<file path="src/rtl/rv32_alu_sliced_fsm_pkg.sv">
// Shared types for the sliced RV32I ALU: operation codes and controller states.
package rv32_alu_pkg;

  typedef enum logic [2:0] {
    ALU_ADD = 3'd0,
    ALU_SUB = 3'd1,
    ALU_AND = 3'd2,
    ALU_OR  = 3'd3,
    ALU_XOR = 3'd4
  } alu_op_t;

  typedef enum logic [1:0] {
    S_IDLE = 2'd0,
    S_EXEC = 2'd1,
    S_DONE = 2'd2
  } alu_state_t;

endpackage

</file>
<file path="src/rtl/rv32_alu_sliced_fsm_slice.sv">
// Combinational SLICE_W-bit ALU slice; chained across cycles through an external carry register.
module rv32_alu_slice
  import rv32_alu_pkg::*;
#(
  parameter int SLICE_W = 16
) (
  input  logic [SLICE_W-1:0] a,
  input  logic [SLICE_W-1:0] b,
  input  logic               c_in,
  input  alu_op_t            op,
  output logic [SLICE_W-1:0] y,
  output logic               c_out
);

  logic [SLICE_W:0] sum;

  always_comb begin
    sum   = '0;
    y     = '0;
    c_out = 1'b0;
    case (op)
      ALU_ADD: begin
        sum   = {1'b0, a} + {1'b0, b} + {{SLICE_W{1'b0}}, c_in};
        y     = sum[SLICE_W-1:0];
        c_out = sum[SLICE_W];
      end
      // Subtract as a + ~b with the initial carry preloaded to 1.
      ALU_SUB: begin
        sum   = {1'b0, a} + {1'b0, ~b} + {{SLICE_W{1'b0}}, c_in};
        y     = sum[SLICE_W-1:0];
        c_out = sum[SLICE_W];
      end
      ALU_AND: y = a & b;
      ALU_OR:  y = a | b;
      ALU_XOR: y = a ^ b;
      default: y = '0;
    endcase
  end

endmodule

</file>
<file path="src/rtl/rv32_alu_sliced_fsm.sv">
// Multicycle bit-sliced RV32I ALU: one SLICE_W slice per cycle through one shared slice datapath.
// state  | meaning
// S_IDLE | ready; captures op and operands on i_valid
// S_EXEC | one slice per cycle, LSB slice first, carry rippled in carry_q
// S_DONE | result held until the consumer asserts i_ready
module rv32_alu_sliced_fsm
  import rv32_alu_pkg::*;
#(
  parameter int DATA_W  = 32,
  parameter int SLICE_W = 16
) (
  input  logic              i_clk,
  input  logic              i_rst,
  input  logic              i_valid,
  output logic              o_ready,
  input  logic [2:0]        i_op,
  input  logic [DATA_W-1:0] i_operand_one,
  input  logic [DATA_W-1:0] i_operand_two,
  output logic              o_valid,
  input  logic              i_ready,
  output logic [DATA_W-1:0] o_result,
  output logic              o_carry_out,
  output logic              o_zero,
  output logic              o_busy
);

  localparam int NUM_SLICES = DATA_W / SLICE_W;
  localparam int CNT_W      = (NUM_SLICES > 1) ? $clog2(NUM_SLICES) : 1;
  localparam logic [CNT_W-1:0] LAST_SLICE = CNT_W'(NUM_SLICES - 1);

  if (DATA_W % SLICE_W != 0) begin : g_bad_width
    $error("rv32_alu_sliced_fsm: DATA_W must be a multiple of SLICE_W");
  end

  alu_state_t        state_q, state_d;
  alu_op_t           op_q;
  logic [DATA_W-1:0] a_q, b_q, result_q;
  logic [CNT_W-1:0]  slice_cnt;
  logic              carry_q;

  logic [SLICE_W-1:0] slice_a, slice_b, slice_y;
  logic               slice_c;

  always_ff @(posedge i_clk) begin
    if (i_rst) state_q <= S_IDLE;
    else       state_q <= state_d;
  end

  always_comb begin
    state_d = state_q;
    o_ready = 1'b0;
    o_valid = 1'b0;
    o_busy  = 1'b1;
    case (state_q)
      S_IDLE: begin
        o_ready = 1'b1;
        o_busy  = 1'b0;
        if (i_valid) state_d = S_EXEC;
      end
      S_EXEC: begin
        if (slice_cnt == LAST_SLICE) state_d = S_DONE;
      end
      S_DONE: begin
        o_valid = 1'b1;
        if (i_ready) state_d = S_IDLE;
      end
      default: state_d = S_IDLE;
    endcase
  end

  assign slice_a = a_q[int'(slice_cnt) * SLICE_W +: SLICE_W];
  assign slice_b = b_q[int'(slice_cnt) * SLICE_W +: SLICE_W];

  rv32_alu_slice #(.SLICE_W(SLICE_W)) u_slice (
    .a     (slice_a),
    .b     (slice_b),
    .c_in  (carry_q),
    .op    (op_q),
    .y     (slice_y),
    .c_out (slice_c)
  );

  // Registers only move in IDLE (capture) and EXEC, so DONE holds everything under backpressure.
  always_ff @(posedge i_clk) begin
    if (i_rst) begin
      op_q      <= ALU_ADD;
      a_q       <= '0;
      b_q       <= '0;
      result_q  <= '0;
      slice_cnt <= '0;
      carry_q   <= 1'b0;
    end else begin
      case (state_q)
        S_IDLE: begin
          if (i_valid) begin
            op_q      <= alu_op_t'(i_op);
            a_q       <= i_operand_one;
            b_q       <= i_operand_two;
            slice_cnt <= '0;
            carry_q   <= (i_op == ALU_SUB);
          end
        end
        S_EXEC: begin
          result_q[int'(slice_cnt) * SLICE_W +: SLICE_W] <= slice_y;
          carry_q <= slice_c;
          if (slice_cnt != LAST_SLICE) slice_cnt <= slice_cnt + 1'b1;
        end
        default: ;
      endcase
    end
  end

  assign o_result    = result_q;
  assign o_carry_out = carry_q;
  assign o_zero      = (result_q == '0);

endmodule

</file>
<file path="config.mk">
export PLATFORM = sky130hd
export DESIGN_NAME = rv32_alu_sliced_fsm
export DESIGN_NICKNAME = d
export VERILOG_FILES = /design/src/rtl/rv32_alu_sliced_fsm_pkg.sv /design/src/rtl/rv32_alu_sliced_fsm_slice.sv /design/src/rtl/rv32_alu_sliced_fsm.sv
export SDC_FILE = /design/constraint.sdc
export NUM_CORES = 1
export LEC_CHECK = 0
export BUFFER_PORTS_ARGS = -buffer_cell sky130_fd_sc_hd__buf_2
export CAP_MARGIN = 40
export CORE_MARGIN = 3
export CORE_UTILIZATION = 25
export CTS_CLUSTER_DIAMETER = 150
export DETAILED_ROUTE_END_ITERATION = 7
export MAX_ROUTING_LAYER = met4
export PLACE_DENSITY = 0.51
export SYNTH_ARGS = -nofsm -noshare
export SYNTH_HDL_FRONTEND = slang
export SYNTH_HIERARCHICAL = 1
export SYNTH_SLANG_ARGS = --single-unit
export TNS_END_PERCENT = 20
</file>
<file path="constraint.sdc">
create_clock -name i_clk -period 3.7 [get_ports i_clk]
set_input_delay 0.37 -clock i_clk [delete_from_list [all_inputs] [get_ports i_clk]]
set_output_delay 0.37 -clock i_clk [all_outputs]
set_load 0.01 [all_outputs]
</file>
=== After elaboration in Yosys (flattened, before gate mapping) ===
Index checks and enable logic that the tools add are counted.

* Input bits: 71
* Flip-flop bits (word level): 103
* Output and inout bits: 37
* Word-level logic and storage cells: 53

* Add/sub/neg operators: 6
* Mux-type cells: 15
* Reduce and logical (&&, ||, !) cells: 7
* Shift operators: 4
* Bitwise gates (word level): 4
* Equal/unequal tests: 10

{| class="wikitable"
|+ Operators by type and width
! kind !! number
|-
| $pmux 16 s5 || 1
|-
| $shiftx 32x6->16 || 2
|-
| $add 16x16->17 || 2
|-
| $add 17x1->17 || 2
|-
| $neg 5->33 || 1
|-
| $shift 16x33->32 const A || 1
|-
| $shiftx 16x33->32 || 1
|-
| $bwmux 32 || 1
|-
| $logic_not 32->1 || 1
|-
| $and 16x16->16 || 1
|-
| $not 16->16 || 1
|-
| $or 16x16->16 || 1
|-
| $xor 16x16->16 || 1
|-
| $eq 3x1->1 const B || 2
|-
| $eq 3x2->1 const B || 2
|-
| $mux 1 || 6
|-
| $mux 2 || 3
|-
| $ne 2x2->1 const B || 3
|-
| $pmux 1 s2 || 3
|-
| $pmux 2 s3 || 1
|-
| $reduce_and 2->1 || 2
|-
| $eq 3x3->1 const B || 1
|-
| $logic_not 3->1 || 1
|-
| $reduce_and 3->1 || 1
|-
| other kinds (5) || 5
|}

=== Longest topological paths before layout ===
Gate-level depths: netlist (run 1).

* Depth in word-level cells: 7
* Depth in mapped cells: 16
* Depth with buffers taken out: 14

=== Modules after synthesis ===
Netlist (run 1), hierarchy kept.

{| class="wikitable"
|+ Modules (own cells, without submodules)
! module !! sequential area each (sq um) !! area each (sq um) !! cells each !! times used
|-
| rv32_alu_sliced_fsm || 2062.0 || 4088.9 || 486 || 1
|-
| rv32_alu_slice || 0.0 || 2483.6 || 364 || 1
|}

=== Worst setup path after synthesis (run 1) ===
Ideal clock, no wire load.

* Path type: register -> register
* Start: register slice_cnt
* End: register result_q[12] (netlist: o_result[12])
* Cell stages (with the launch flop): 14
* Required time: 3.572 ns
* Path buffers: 2
* Clock period less this slack: 3.345 ns
* Setup slack: 0.355 ns
* Data arrival time: 3.218 ns
* Library setup time: 0.128 ns
* Cell sequence: dfxtp_1 > buf_2 > buf_2 > mux2_2 > fa_1 > fa_1 > nor2_1 > o2111ai_1 > a21o_1 > a311oi_1 > xnor2_1 > a221o_1 > mux2i_1 > nor2_1

* Longest elaborated chain between the ends: 7
* Elaborated cells between the ends (all ways): 15
* Those cells by class: 5 x add/sub; 4 x shift; 2 x mux; 4 x bitwise

{| class="wikitable"
|+ RTL lines
! what !! RTL line !! RTL
|-
| start, declared || rv32_alu_sliced_fsm.sv:38 || <nowiki>logic [CNT_W-1:0] slice_cnt;</nowiki>
|-
| start signal, assigned || rv32_alu_sliced_fsm.sv:106 || <nowiki>if (slice_cnt != LAST_SLICE) slice_cnt <= slice_cnt + 1'b1;</nowiki>
|-
| $shiftx 32x6->16 * || rv32_alu_sliced_fsm.sv:72 || <nowiki>assign slice_b = b_q[int'(slice_cnt) * SLICE_W +: SLICE_W];</nowiki>
|-
| named net slice_b[0] || rv32_alu_sliced_fsm.sv:41 || <nowiki>logic [SLICE_W-1:0] slice_a, slice_b, slice_y;</nowiki>
|-
| $not 16->16 || rv32_alu_sliced_fsm_slice.sv:29 || <nowiki>sum = {1'b0, a} + {1'b0, ~b} + {{SLICE_W{1'b0}}, c_in};</nowiki>
|-
| $add 16x16->17 || rv32_alu_sliced_fsm_slice.sv:29 ||
|-
| $add 17x1->17 || rv32_alu_sliced_fsm_slice.sv:29 ||
|-
| $pmux 16 s5 * || rv32_alu_sliced_fsm_slice.sv:21 || <nowiki>case (op)</nowiki>
|-
| named net slice_y[12] || rv32_alu_sliced_fsm.sv:41 ||
|-
| $shiftx 16x33->32 * || rv32_alu_sliced_fsm.sv:104 || <nowiki>result_q[int'(slice_cnt) * SLICE_W +: SLICE_W] <= slice_y;</nowiki>
|-
| $bwmux 32 * || rv32_alu_sliced_fsm.sv:104 ||
|-
| end signal, assigned by index || rv32_alu_sliced_fsm.sv:104 ||
|-
| end, declared || rv32_alu_sliced_fsm.sv:37 || <nowiki>logic [DATA_W-1:0] a_q, b_q, result_q;</nowiki>
|}

The timed path passes the listed nets; every way through them passes the cells marked *.
A chain may end at the register's enable or synchronous reset.

=== Final worst setup path (run 1) ===
* Start: register slice_cnt
* End: register carry_q (netlist: o_carry_out)

* Longest elaborated chain between the ends: 6
* Elaborated cells between the ends (all ways): 9
* Those cells by class: 4 x add/sub; 2 x shift; 2 x mux; 1 x bitwise

{| class="wikitable"
|+ RTL lines
! what !! RTL line !! RTL
|-
| $shiftx 32x6->16 * || rv32_alu_sliced_fsm.sv:72 ||
|-
| named net slice_b[0] || rv32_alu_sliced_fsm.sv:41 ||
|-
| $not 16->16 || rv32_alu_sliced_fsm_slice.sv:29 ||
|-
| $add 16x16->17 || rv32_alu_sliced_fsm_slice.sv:29 ||
|-
| $add 17x1->17 || rv32_alu_sliced_fsm_slice.sv:29 ||
|-
| $pmux 1 s2 * || rv32_alu_sliced_fsm_slice.sv:21 ||
|-
| named net slice_c || rv32_alu_sliced_fsm.sv:42 || <nowiki>logic slice_c;</nowiki>
|-
| $pmux 1 s2 * || rv32_alu_sliced_fsm.sv:93 || <nowiki>case (state_q)</nowiki>
|-
| end signal, assigned || rv32_alu_sliced_fsm.sv:100 || <nowiki>carry_q <= (i_op == ALU_SUB);</nowiki>
|-
| end signal, assigned || rv32_alu_sliced_fsm.sv:105 || <nowiki>carry_q <= slice_c;</nowiki>
|-
| end, declared || rv32_alu_sliced_fsm.sv:39 || <nowiki>logic carry_q;</nowiki>
|}

Marks and branches as above.

==> results.md, run 1 <==
- Fill count: 2829
- Highest metal used: met4
- Routed met3 length: 676 um
- Placed Cells: 1256
- First-pass GRT wire length: 32500 um
- Multiplexer share of the synthesized area: 0.0906
- Post-DP HPWL: 16200 um
- ANT cells: 0
- Multi-input gate area: 0.00405 mm^2
- Gpl congestion: 0.909
- Worst Path Arrival: 3.79 ns
- Reg clk slew, reported paths: 0.08 ns
- Largest net degree at the start of global routing: 68
- Vias in the first global route: 5839
- Min-delay worst type: in2reg
- CTS Root Cell: clkbuf_16
- Number of flops mapped to enable cells by yosys: 0
- I/O pin total: 108
- WL met2: 10000 um
- Synth Flop Type: dfxtp_1
- Run status: completed
- Crit share post-route: 0.952
- Clock Latency Late Sink: 0.36 ns
- CP startpoint kind: register
- DRT Wirelength: 20800 um
- ANT nets after route: 0
- Nets: 1063
- Register bit total from synthesis: 103
- VDD IR max: 0.221 mV
- Initial Utilization: 0.257
- Post-synth top area cell: dfxtp_1
- Sequential cell area: 0.00206 mm^2
- Placed Area: 0.00747 mm^2
- Final hold vios: 0
- Placement Rows: 58
- Seq/Total Area, Yosys: 0.314
- XOR/XNOR share of the synthesized area: 0.0107
- Worst slew pin tran: 0.861 ns
- Power density cells: 404 mW/mm^2
- Num Clock Sinks: 103
- Initial antenna violation count: 0
- Via density: 4.76
- Top post-synthesis cells by count: 185 x nand2_1, 115 x a21oi_1, 103 x dfxtp_1, 65 x nor2_1
- Pre-antenna DRT Iters: 5
- Avg WL per Cell: 16.3 um
- LEAKAGE: 3.23 nW
- Max Root-Sink Buffers: 2
- Netlist cell types: 73
- Synth Area in Adders: 0.107
- Clk_skew: 0.00998 ns
- Asr flop ratio synth: 0
- Total track usage: 0.149
- WP data required: 3.97 ns
- Synth Area in Compound Gates: 0.202
- Max Cap Viol: 0
- Synth-to-layout area growth: 18.7%
- CP Max Fanout: 5
- CORE AREA: 0.0255 mm^2
- Achievable Freq: 0.284 GHz
- Main combinational cell family by area after synthesis: compound AO/OA/AOI/OAI gates
- Global route overflow: 0
- Cells after Synth: 850
- Post-route non-filler standard cell count: 1273
- Unrepaired setup endpoints after global routing: false
- Largest cells by area after synthesis: dfxtp_1 31%, nand2_1 11%, ha_1 9.5%
- Min cycle time layout: 3.52 ns
- Chip height: 168 um
- Avg Cell Area, Syn: 7.73 um^2
- Area share of the largest cell type after synthesis: 0.314
- Most frequent cell after synthesis: nand2_1
- Power Total: 3.15 mW
- Layout cells sized above 1: 0.216
- Mapped Nets: 975
- Met1 wire length: 9570 um
- Pins Over Slew Limit: 0
- Initial DRC Count: 280
- Num CTS Buffers: 9
- YS warnings: 6
- Worst Setup Path Type: reg2reg
- Die Footprint: 0.0283 mm^2
- CTS H-tree lvls: 3
- Final setup TNS: 0 ns
- Routed via count: 6056
- Post-CTS Hold Buffers: 0
- CTS tree: yes
- Post-route cell area: 0.00780 mm^2
- Relative slew margins: 0.424
- CP Capture Type: register
- Die span in x: 168 um
- Post-route DRC violation count: 0
- Final setup vio count: 0
- Simple-Gate Fraction of Synth Area: 0.202
- PortBufs: 107
- Netlist Area Pre-Place: 0.00657 mm^2
area by class of cell:
cell class | count | area share
clock buffer | 9 | 0.0289
clock inverter | 7 | 0.00994
inverter | 54 | 0.0260
multi-input combinational | 637 | 0.519
sequential | 103 | 0.264
tap | 330 | 0.0529
timing repair buffer | 133 | 0.0986
report_power, final:
part	total (mW)	leakage [nW]	internal [mW]	switching, mW
Sequential	1.22	0.842	1.18	0.0496
Clock	0.955	0.144	0.478	0.477
Combinational	0.969	2.25	0.398	0.571
worst paths after layout:
check	slack (ns)	cells past startpoint	start	endpoint
max	0.18	12	slice_cnt$_SDFFE_PP0P_	o_carry_out$_SDFFE_PP0P_
min	0.25	3	i_operand_one[13]	a_q[13]$_SDFFE_PP0P_
max reg2reg	0.18	12	slice_cnt$_SDFFE_PP0P_	o_carry_out$_SDFFE_PP0P_
min reg2reg	0.45	2	b_q[13]$_SDFFE_PP0P_	b_q[13]$_SDFFE_PP0P_
critical path, cell delays in order (launching register included):
cell       delay (ns)
dfxtp_1          0.43
mux2_2           0.40
fa_1             0.46
fa_1             0.47
nor2_1           0.14
o2111ai_1        0.17
a21o_1           0.25
a21o_1           0.16
a31oi_1          0.26
a211oi_1         0.14
o22ai_2          0.27
nor2_1           0.08
nor4_1           0.20
flip-flops by register name, indices dropped and copies added (netlist names):
signal / count
op_q: 3
o_carry_out: 1
b_q: 32
state_q: 2
slice_cnt: 1
o_result: 32
a_q: 32
layer usage:
layer,global-route usage,vias to the layer above
li1,-,3076
met1,0.186,2828
met2,0.250,125
met3,0.0204,27
met4,0.0494,0
met5,-,-
timing repair:
item / in CTS / in global routing
gates resized for setup: 0 / 4
buffers inserted: 0 / 1
endpoints found under the setup margin: 0 / 4
cell usage in the layout (no fill, tap or decap), drive strengths merged, types with 10 or more instances in the layout:
master,count
a21oi,116
nor4,10
nor2,65
nor3,14
buf,133
inv,55
mux2,32
ha,50
o21ai,20
nand2,185
mux2i,19
dfxtp,103
cells by family after synthesis:
| family | Yosys count |
|---|---|
| AOI/OAI and AO/OA | 210 |
| xor gates and xnor gates | 8 |
| adders and majority gates | 54 |
| buffers and inverters | 110 |
| DFF | 103 |
| muxes | 53 |
| and+or+nand+nor | 312 |
per-stage QoR:
step	worst slack [ns]	util	hold WS, ns
after global routing	0.00411	0.305	0.247
after global placement	0.187	0.291	0.442
after detailed placement	0.170	0.292	0.445
after CTS	0.141	0.304	0.231
final	0.177	0.305	0.247
after floorplan	0.355	-	0.433
Note: power is estimated with default switching activity, not from simulation.
==> inputs of run 2 (changes only) <==
--- a/config.mk
+++ b/config.mk
@@ -11,8 +11,10 @@
 export CORE_UTILIZATION = 25
 export CTS_CLUSTER_DIAMETER = 150
 export DETAILED_ROUTE_END_ITERATION = 7
+export HOLD_SLACK_MARGIN = 0.02
 export MAX_ROUTING_LAYER = met4
 export PLACE_DENSITY = 0.51
+export RECOVER_POWER = 25
 export SYNTH_ARGS = -nofsm -noshare
 export SYNTH_HDL_FRONTEND = slang
 export SYNTH_HIERARCHICAL = 1
==> results.md, run 2 (same netlist as run 1, synthesis figures left out) <==
- Largest net degree at the start of global routing: 68 (unchanged)
- Most frequent cells in the layout: 185 x nand2_1, 115 x a21oi_1, 103 x dfxtp_1, 74 x buf_2, 65 x nor2_1
- Pins Over Slew Limit: 0 (unchanged)
- ANT cells: 0 (unchanged)
- Routed via count: 6070 (+0.23%)
- Chip height: 168 um (unchanged)
- Crit path cell chain: mux2_2 -> fa_1 -> fa_1 -> nor2_1 -> o2111ai_1 -> a21o_1 -> a21o_1 -> a31oi_1 -> a211oi_1 -> o22ai_2 -> nor2_1 -> nor4_1
- Initial Utilization: 0.257 (unchanged)
- Worst reg2reg setup slack: 0.20 ns (+0.02 ns)
- Max Cap Viol: 0 (unchanged)
- Worst Setup Path Type: reg2reg
- CP Max Fanout: 5 (unchanged)
- Achievable Freq: 0.286 GHz (+0.63%)
- Vias in the first global route: 5839 (unchanged)
- Min cycle time layout: 3.50 ns (-0.0219 ns)
- Multi-input gate area: 0.00405 mm^2 (-0.12%)
- VDD IR max: 0.223 mV (+0.96%)
- Max Root-Sink Buffers: 2 (unchanged)
- Post-route non-filler standard cell count: 1273 (unchanged)
- Global route overflow: 0 (unchanged)
- Gr busiest metal: met2
- Layout cells sized above 1: 0.181 (-0.0350)
- Run status: completed
- CORE AREA: 0.0255 mm^2 (unchanged)
- WP data required: 3.97 ns (about the same)
- Max stage delay on crit path: 0.48 ns (about the same)
- Final core utilization: 0.304 (-0.00176)
- Avg WL per Cell: 16.4 um (+0.29%)
- Num CTS Buffers: 9 (unchanged)
- Final setup TNS: 0 ns (unchanged)
- Power density cells: 406 mW/mm^2 (+0.53%)
- Worst Path Arrival: 3.77 ns (-0.02 ns)
- Crit share post-route: 0.946 (-0.00593)
- Leading cell type in the layout, fill and taps excluded: nand2_1
- Die Footprint: 0.0283 mm^2 (unchanged)
- DRT Wirelength: 20800 um (+0.29%)
- Sequential cell area: 0.00206 mm^2 (unchanged)
- Relative slew margins: 0.417 (-0.00643)
- Post-route DRC violation count: 0 (unchanged)
- Clk_skew: 0.00972 ns (-0.000264 ns)
- Num Clock Sinks: 103 (unchanged)
- LEAKAGE: 3.09 nW (-4.4%)
- Total track usage: 0.149 (unchanged)
- Initial DRC Count: 306 (+9.3%)
- Power Total: 3.15 mW (about the same)
- GR Util met3: 0.0204 (unchanged)
- Unrepaired setup endpoints after global routing: false
- Post-DP HPWL: 16200 um (unchanged)
- Final setup vio count: 0 (unchanged)
- Max stage delay cell, worst path: fa_1
- Nets: 1063 (unchanged)
- ANT nets after route: 0 (unchanged)
- CP Capture Type: register
- CTS Root Cell: clkbuf_16
- Via density: 4.77 (+0.23%)
- Die span in x: 168 um (unchanged)
- Synth-to-layout area growth: 18.0%
- Placed Cells: 1256 (unchanged)
- Clock Latency Late Sink: 0.36 ns (about the same)
- Met1 GRT Util: 0.186 (unchanged)
- Fill count: 2844 (+0.53%)
- I/O pin total: 108 (unchanged)
- Reg clk slew, reported paths: 0.08 ns (about the same)
- GR Util met2: 0.250 (unchanged)
- First-pass GRT wire length: 32500 um (unchanged)
- CTS H-tree lvls: 3 (unchanged)
- Worst slew pin tran: 0.871 ns (+0.00962 ns)
- Placement Rows: 58 (unchanged)
- Initial antenna violation count: 0 (unchanged)
- Final hold vios: 0 (unchanged)
- PortBufs: 107 (unchanged)
- WHS: 0.245 ns (-0.00165 ns)
- CP startpoint kind: register
- Pre-antenna DRT Iters: 5 (unchanged)
- CTS tree: yes
- Gpl congestion: 0.909 (unchanged)
- Min-delay worst type: in2reg
run 2: worst paths after layout:
check / from / to / cells after the start
max: slice_cnt$_SDFFE_PP0P_ / o_carry_out$_SDFFE_PP0P_ / 12
min reg2reg: b_q[13]$_SDFFE_PP0P_ / b_q[13]$_SDFFE_PP0P_ / 2
min: i_operand_two[7] / b_q[7]$_SDFFE_PP0P_ / 3
max reg2reg: slice_cnt$_SDFFE_PP0P_ / o_carry_out$_SDFFE_PP0P_ / 12
run 2: power breakdown:
| part | internal [mW] | total (mW) | leakage, nW | switching (mW) |
|---|---|---|---|---|
| sequential | 1.18 | 1.23 | 0.842 | 0.0501 |
| clock | 0.478 | 0.958 | 0.144 | 0.480 |
| combinational | 0.393 | 0.963 | 2.10 | 0.570 |
run 2: metrics by stage:
stage,cell area (um^2),setup WS [ns]
2_1_floorplan,6570,0.355
3_3_place_gp,7440,0.187
3_5_place_dp,7470,0.170
4_1_cts,7770,0.141
5_1_grt,7760,0.00411
6_report,7760,0.199
run 2: final cells by class:
type,count,share of cell area
multi-input combinational,637,0.522
inverter,54,0.0261
timing repair buffer,133,0.0940
sequential,103,0.266
tap,330,0.0532
clock inverter,7,0.0100
clock buffer,9,0.0290
run 2: worst max-delay path: cells and delay by family (launching register included):
family | cells | cell delay, ns
DFF | 1 | 0.43
muxes | 1 | 0.41
and+or+nand+nor | 3 | 0.42
adders and majority gates | 2 | 0.94
AOI/OAI and AO/OA | 6 | 1.22
run 2: repair_timing:
action                                  CTS  global route
buffers inserted                          0             1
resized for setup                         0             4
hold buffers                              0             0
endpoints found under the setup margin    0             4
run 2: layer usage:
metal / vias to the layer above / routed length (um)
met3: 30 / 623
met4: 0 / 531
met5: - / 0
met2: 123 / 10100
li1: 3074 / -
met1: 2843 / 9590
